**src/rtl/quad_window_counter_pkg.sv**
```systemverilog
// Shared constants for the hba_quad decoder, window counter and peripheral top.
// Also holds the control-mode encoding used by the window counter.
package quad_window_counter_pkg;

    localparam logic DIR_FWD = 1'b1;
    localparam logic DIR_REV = 1'b0;

    // 1 ms tick at the 50 MHz hba_clk
    localparam int TICK_DIV_DEFAULT = 50000;

    localparam int ENC_LEFT  = 0;
    localparam int ENC_RIGHT = 1;

    typedef enum logic [1:0] {
        MODE_IDLE  = 2'd0,
        MODE_CLEAR = 2'd1,
        MODE_RUN   = 2'd2
    } mode_t;

endpackage

```
**src/rtl/quad_tick_gen.sv**
```systemverilog
// Prescaler: emits a registered one-cycle tick every TICK_DIV clocks while run=1.
// Dropping run restarts the count, so a fresh run always waits a full period.
module quad_tick_gen
    import quad_window_counter_pkg::*;
#(
    parameter int TICK_DIV = TICK_DIV_DEFAULT
) (
    input  logic clk,
    input  logic reset,
    input  logic run,
    output logic tick
);

    localparam int CW = $clog2(TICK_DIV);
    localparam logic [CW-1:0] LAST = CW'(TICK_DIV - 1);

    logic [CW-1:0] cnt;

    always_ff @(posedge clk or negedge reset) begin
        if (!reset) begin
            cnt  <= '0;
            tick <= 1'b0;
        end else if (!run) begin
            cnt  <= '0;
            tick <= 1'b0;
        end else begin
            tick <= (cnt == LAST);
            cnt  <= (cnt == LAST) ? '0 : cnt + CW'(1);
        end
    end

endmodule

```
**src/rtl/quad_window_counter.sv**
```systemverilog
// Signed saturating edge accumulator over a programmable tick window; publishes
// a registered snapshot with a one-cycle valid strobe at each window end.
module quad_window_counter
    import quad_window_counter_pkg::*;
#(
    parameter int COUNT_WIDTH  = 16,
    parameter int PERIOD_WIDTH = 8,
    parameter int TICK_DIV     = TICK_DIV_DEFAULT
) (
    input  logic                          clk,
    input  logic                          reset,
    input  logic                          en,
    input  logic                          clear,
    input  logic                          pulse_in,
    input  logic                          dir_in,
    input  logic [PERIOD_WIDTH-1:0]       period,
    output logic signed [COUNT_WIDTH-1:0] count,
    output logic                          valid,
    output logic                          overflow
);

    localparam logic signed [COUNT_WIDTH:0] MAX_VAL = {2'b00, {(COUNT_WIDTH-1){1'b1}}};
    localparam logic signed [COUNT_WIDTH:0] MIN_VAL = {2'b11, {(COUNT_WIDTH-1){1'b0}}};

    function automatic logic signed [COUNT_WIDTH-1:0] sat_value(input logic signed [COUNT_WIDTH:0] x);
        if (x > MAX_VAL)
            return MAX_VAL[COUNT_WIDTH-1:0];
        else if (x < MIN_VAL)
            return MIN_VAL[COUNT_WIDTH-1:0];
        else
            return x[COUNT_WIDTH-1:0];
    endfunction

    function automatic logic sat_hit(input logic signed [COUNT_WIDTH:0] x);
        return (x > MAX_VAL) || (x < MIN_VAL);
    endfunction

    mode_t                          mode;
    logic                           run;
    logic                           tick;
    logic signed [COUNT_WIDTH-1:0]  acc;
    logic                           sat;
    logic [PERIOD_WIDTH-1:0]        win_cnt;
    logic [PERIOD_WIDTH:0]          win_inc;
    logic                           wend;
    logic signed [COUNT_WIDTH:0]    delta;
    logic signed [COUNT_WIDTH:0]    sum;
    logic signed [COUNT_WIDTH-1:0]  next_acc;
    logic                           step_sat;

    always_comb begin
        mode = MODE_RUN;
        if (clear)
            mode = MODE_CLEAR;
        else if (!en || (period == '0))
            mode = MODE_IDLE;
    end

    assign run = (mode == MODE_RUN);

    quad_tick_gen #(
        .TICK_DIV (TICK_DIV)
    ) u_tick_gen (
        .clk   (clk),
        .reset (reset),
        .run   (run),
        .tick  (tick)
    );

    always_comb begin
        delta = '0;
        if (pulse_in)
            delta = (dir_in == DIR_FWD) ? {{COUNT_WIDTH{1'b0}}, 1'b1} : '1;
    end

    // One bit of headroom so a step past either limit is visible before clamping
    assign sum      = $signed({acc[COUNT_WIDTH-1], acc}) + delta;
    assign next_acc = sat_value(sum);
    assign step_sat = sat_hit(sum);

    // >= rather than == so a shrinking period closes the window at the next tick
    assign win_inc = {1'b0, win_cnt} + {{PERIOD_WIDTH{1'b0}}, 1'b1};
    assign wend    = run && tick && (win_inc >= {1'b0, period});

    always_ff @(posedge clk or negedge reset) begin
        if (!reset) begin
            acc      <= '0;
            sat      <= 1'b0;
            win_cnt  <= '0;
            count    <= '0;
            overflow <= 1'b0;
            valid    <= 1'b0;
        end else begin
            case (mode)
                MODE_CLEAR: begin
                    acc      <= '0;
                    sat      <= 1'b0;
                    win_cnt  <= '0;
                    count    <= '0;
                    overflow <= 1'b0;
                    valid    <= 1'b0;
                end
                MODE_RUN: begin
                    valid <= wend;
                    if (wend) begin
                        count    <= next_acc;
                        overflow <= sat | step_sat;
                        acc      <= '0;
                        sat      <= 1'b0;
                        win_cnt  <= '0;
                    end else begin
                        acc <= next_acc;
                        sat <= sat | step_sat;
                        if (tick)
                            win_cnt <= win_inc[PERIOD_WIDTH-1:0];
                    end
                end
                default: begin
                    acc     <= '0;
                    sat     <= 1'b0;
                    win_cnt <= '0;
                    valid   <= 1'b0;
                end
            endcase
        end
    end

endmodule

```
**config.mk**
```make
export PLATFORM = sky130hd
export DESIGN_NAME = quad_window_counter
export DESIGN_NICKNAME = d
export VERILOG_FILES = /design/src/rtl/quad_window_counter_pkg.sv /design/src/rtl/quad_tick_gen.sv /design/src/rtl/quad_window_counter.sv
export SDC_FILE = /design/constraint.sdc
export NUM_CORES = 1
export LEC_CHECK = 0
export CORE_UTILIZATION = 40
export CTS_BUF_LIST = sky130_fd_sc_hd__clkbuf_8
export CTS_CLUSTER_DIAMETER = 120
export DETAILED_ROUTE_END_ITERATION = 8
export HOLD_SLACK_MARGIN = 0.05
export SYNTH_ARGS = -nofsm -noshare
export SYNTH_HDL_FRONTEND = slang
export SYNTH_SLANG_ARGS = --single-unit
```
**constraint.sdc**
```tcl
create_clock -name clk -period 5.9 [get_ports clk]
set_input_delay 1.475 -clock clk [delete_from_list [all_inputs] [get_ports clk]]
set_output_delay 1.475 -clock clk [all_outputs]
set_load 0.05 [all_outputs]
```
==> results.txt <==
- The number of antenna diodes in the final layout is 0.
* Layout cell share with drive strength beyond 1: 11.0%
- The highest layer touched by signal routing is met4.
- Terminus of the critical flop-to-flop path: count[15]$_DFFE_PN0P_
* Router iterations before antenna repair: 4
* Number of top-level pins: 32
* Unique cell type count in the Yosys netlist: 56
- In the final design database the tool counted 440 nets.
* Post-layout total power: 0.000946 W
- The most critical setup path has its startpoint at dir_in.
- Post-Synthesis Cell Area: 3610 µm²
- Following the worst setup path forward leads to its endpoint at count[4]$_DFFE_PN0P_.
* Post CTS Setup Buffer Count: 0
- Setup repair after global routing left no endpoint under its margin.
- Post-route minimum period: 4.49 ns
- Average wire per standard cell: 15.0 µm
- The count of final max-slew check failures came to 0.
* Pin count of the biggest net entering global routing: 61
- Met2 wirelength from detailed routing: 3670 µm
- Clock transition at the registers of the reported paths: 0.07 ns
* Fill count: 872
- Gates resized during post-CTS repair numbered 0.
- Counting every sink on the clock net gives 60.
- Run status: finished, final reports clean
- Derived from the worst setup path, the maximum achievable clock frequency is 0.223 GHz.
- Share of the core filled with cells: 47.2%
* ANT nets after route: 0
- The final hold violation count was 0.
- Data on the critical path is required at its endpoint by 6.15 ns.
- The congestion estimate from routability-driven global placement came to 0.886.
- For this run, the number of Yosys warnings is 0.
- Peak supply drop: 0.000136 V
* Layout Area Growth over Synthesis: 14.0%
- Final count of negative-setup-slack endpoints: 0
- The clock tree synthesis step divided the H-tree into 3 levels.
* Clock buffer depth: 2
- Sequential share of power: 47.5%
- For the final routed database, the setup TNS stands at 0 ns.
- Length of routed wiring on met1: 3830 µm
* Length of routed met3 wiring: 336 µm
* Post-detailed-route DRC marker count: 0
* Top flip-flop cell by instance count after synthesis: dfrtp_1
* Clock insertion delay at the later pin of the skew report: 0.33 ns
* Critical path start-end classification: in2reg
- Category of the worst setup path launch point: input port
- Sequential elements use 41.6% of the synthesized area.
- The number of antenna violations at the first check in global routing was 0.
* Cell-internal power: 0.000649 W
- Vias post-DR: 2871
- The number of cells on the worst reg-to-reg path is 13.
* Placed inst area: 3960 µm²
- Counting flops with an async set or reset pin after synthesis yields a share of 100%.
* Worst setup skew after layout: 0.00994 ns
- Final non-filler cell area: 4110 µm²
- The die is 97.0 µm wide.
- The number of nets in the synthesized netlist is 416.
- Net Sw Power: 0.000297 W
* IO Port Bufs: 31
- Measured along the y axis, the die boundary spans 97.0 µm.
* Post-cts hold buffer count: 0
- Counting the buffers created by CTS gives 9.
- Reg2Reg Setup Slack: 2.82 ns
- Combinational logic burns 21.6% of the power.
- CP max FO: 20
* Wire length of the first global-routing pass: 13600 µm
* Hold crit path type: reg2reg
* Nature of the critical path endpoint: flop
- Cell at the root of the clock tree: clkbuf_8
- Vias in the first global route: 2750
- The die covers 9400 µm².
- After synthesis the netlist holds a flip-flop and latch count of 60.
* Share of the clock period used by the worst path after layout: 76.2%
- TritonCTS clock tree: built
- The initialized floorplan defines 34 standard-cell rows.
- Total routed wirelength: 7910 µm
* Total global routing track utilization: 17.8%
- For this design the static power due to leakage is 1.77 nW.
* Core outline area: 8720 µm²
- Measured slew at the worst slew-check pin: 0.764 ns
- Syn avg cell area: 9.25 µm²
- Final hold slack: 0.457 ns
- Total grt overflow: 0
- Post-detailed-route via-to-cell ratio: 5.46
- The startpoint identified for the worst register-to-register timing path is win_cnt[0]$_DFFE_PN0P_.
- The worst pin sits at a relative slew slack of 49.1%.
- Pwr per Cell Area: 230 nW/µm²
- Starting Density: 41.4%
* First DRT Iteration DRCs: 219
* Arrival time reported for the critical path endpoint: 4.75 ns
* Instance count of the mapped netlist: 390
- Across the run, the number of max-cap violations was 0.
* Hpwl dp: 5630 µm
- Count of flip-flops with a built-in enable after synthesis: 0
* Power share of the clock group: 30.9%
* Net switching fraction of the power: 31.4%
==> Yosys cell counts, drive strengths merged (6+ instances only) <==
cell type,instances,area [µm²]
dfrtp,60,1500
nor2,55,214
nand2,28,108
o21ai,25,136
a21oi,22,166
xnor2,20,175
nand3b,19,143
nand3,17,85.1
xor2,14,123
clkbuf,13,48.8
ha,12,150
inv,12,45.0
nor3,11,60.1
and3,10,62.6
nand4,8,50.1
buf,7,50.0
or3,7,43.8
a22o,6,52.6
==> how the worst min path moves through the flow <==
stage	from	to	slack (ns)	cells after the start
5_1_grt	u_tick_gen.cnt[0]$_DFF_PN0_	u_tick_gen.cnt[0]$_DFF_PN0_	0.47	1
3_5_place_dp	u_tick_gen.cnt[0]$_DFF_PN0_	u_tick_gen.cnt[0]$_DFF_PN0_	0.45	1
2_1_floorplan	u_tick_gen.cnt[0]$_DFF_PN0_	u_tick_gen.cnt[0]$_DFF_PN0_	0.43	1
6_report	u_tick_gen.cnt[0]$_DFF_PN0_	u_tick_gen.cnt[0]$_DFF_PN0_	0.46	1
4_1_cts	u_tick_gen.cnt[0]$_DFF_PN0_	u_tick_gen.cnt[0]$_DFF_PN0_	0.46	1
3_3_place_gp	u_tick_gen.cnt[0]$_DFF_PN0_	u_tick_gen.cnt[0]$_DFF_PN0_	0.45	1
==> worst max-delay path, stage by stage <==
cell and delay (ns):
clkdlybuf4s50_1 0.51, nand2b_1 0.61, xnor2_1 0.20, ha_1 0.32
nand3b_1 0.11, o211a_1 0.18, a21oi_1 0.50, nand4_1 0.26
o21ai_4 0.30, a21oi_2 0.11, o21ai_1 0.17
==> layout make-up <==
cell class / instances / area [µm²] / area share, %
sequential: 60 / 1500 / 36.5
clock inverter: 6 / 26.3 / 0.639
timing repair buffer: 33 / 320 / 7.79
inverter: 12 / 45.0 / 1.09
multi-input combinational: 298 / 1960 / 47.7
clock buffer: 9 / 124 / 3.01
tap: 108 / 135 / 3.28
==> kinds of logic (layout without fill, tap and decap cells) <==
family                     count (synthesis)  count (layout)  share of synthesized area (%)
DFF                                       60              60                           41.6
xor gates and xnor gates                  34              34                           8.26
muxes                                      3               3                          0.867
buffers and inverters                     32              60                           3.99
and+or+nand+nor                          177             177                           26.0
adders and majority gates                 12              12                           4.16
AOI/OAI and AO/OA                         72              72                           15.1
==> registers in the layout, summed over array words and instances (netlist names) <==
register,flops
sat,1
u_tick_gen.tick,1
acc,16
overflow,1
u_tick_gen.cnt,16
count,16
win_cnt,8
valid,1
==> per-layer routing <==
layer  vias up  GRT usage (%)
li1       1417              -
met5         -              0
met3         6           3.25
met1      1369           25.5
met4         0           6.08
met2        79           26.8
==> power groups by stage <==
stage                     logic, W  registers (W)  clock network (W)
final                     0.000204       0.000450           0.000293
after global routing      0.000226       0.000452           0.000324
after CTS                 0.000205       0.000449           0.000305
after detailed placement  0.000204       0.000456                  0
after global placement    0.000200       0.000456                  0
after floorplan           0.000171       0.000440                  0
==> cell usage in the layout (no fill, tap or decap), types with 9 or more instances in the layout <==
cell / synthesis / routed
clkdlybuf4s50_1: 0 / 30
nor3_1: 10 / 10
xnor2_1: 20 / 20
nor2_1: 54 / 54
nand3b_1: 19 / 19
and3_1: 10 / 10
o21ai_1: 16 / 16
dfrtp_1: 60 / 60
xor2_1: 14 / 14
nand3_1: 17 / 17
a21oi_2: 15 / 15
inv_1: 11 / 14
clkbuf_8: 0 / 9
ha_1: 12 / 12
nand2_1: 27 / 27
==> stage by stage <==
step / setup slack [ns] / cells
floorplan: 1.83 / 390
global placement: 1.19 / 511
detailed placement: 1.14 / 511
CTS: 1.47 / 526
global route: 1.18 / 526
finish: 1.41 / 526
Note: power is estimated with default switching activity, not from simulation.
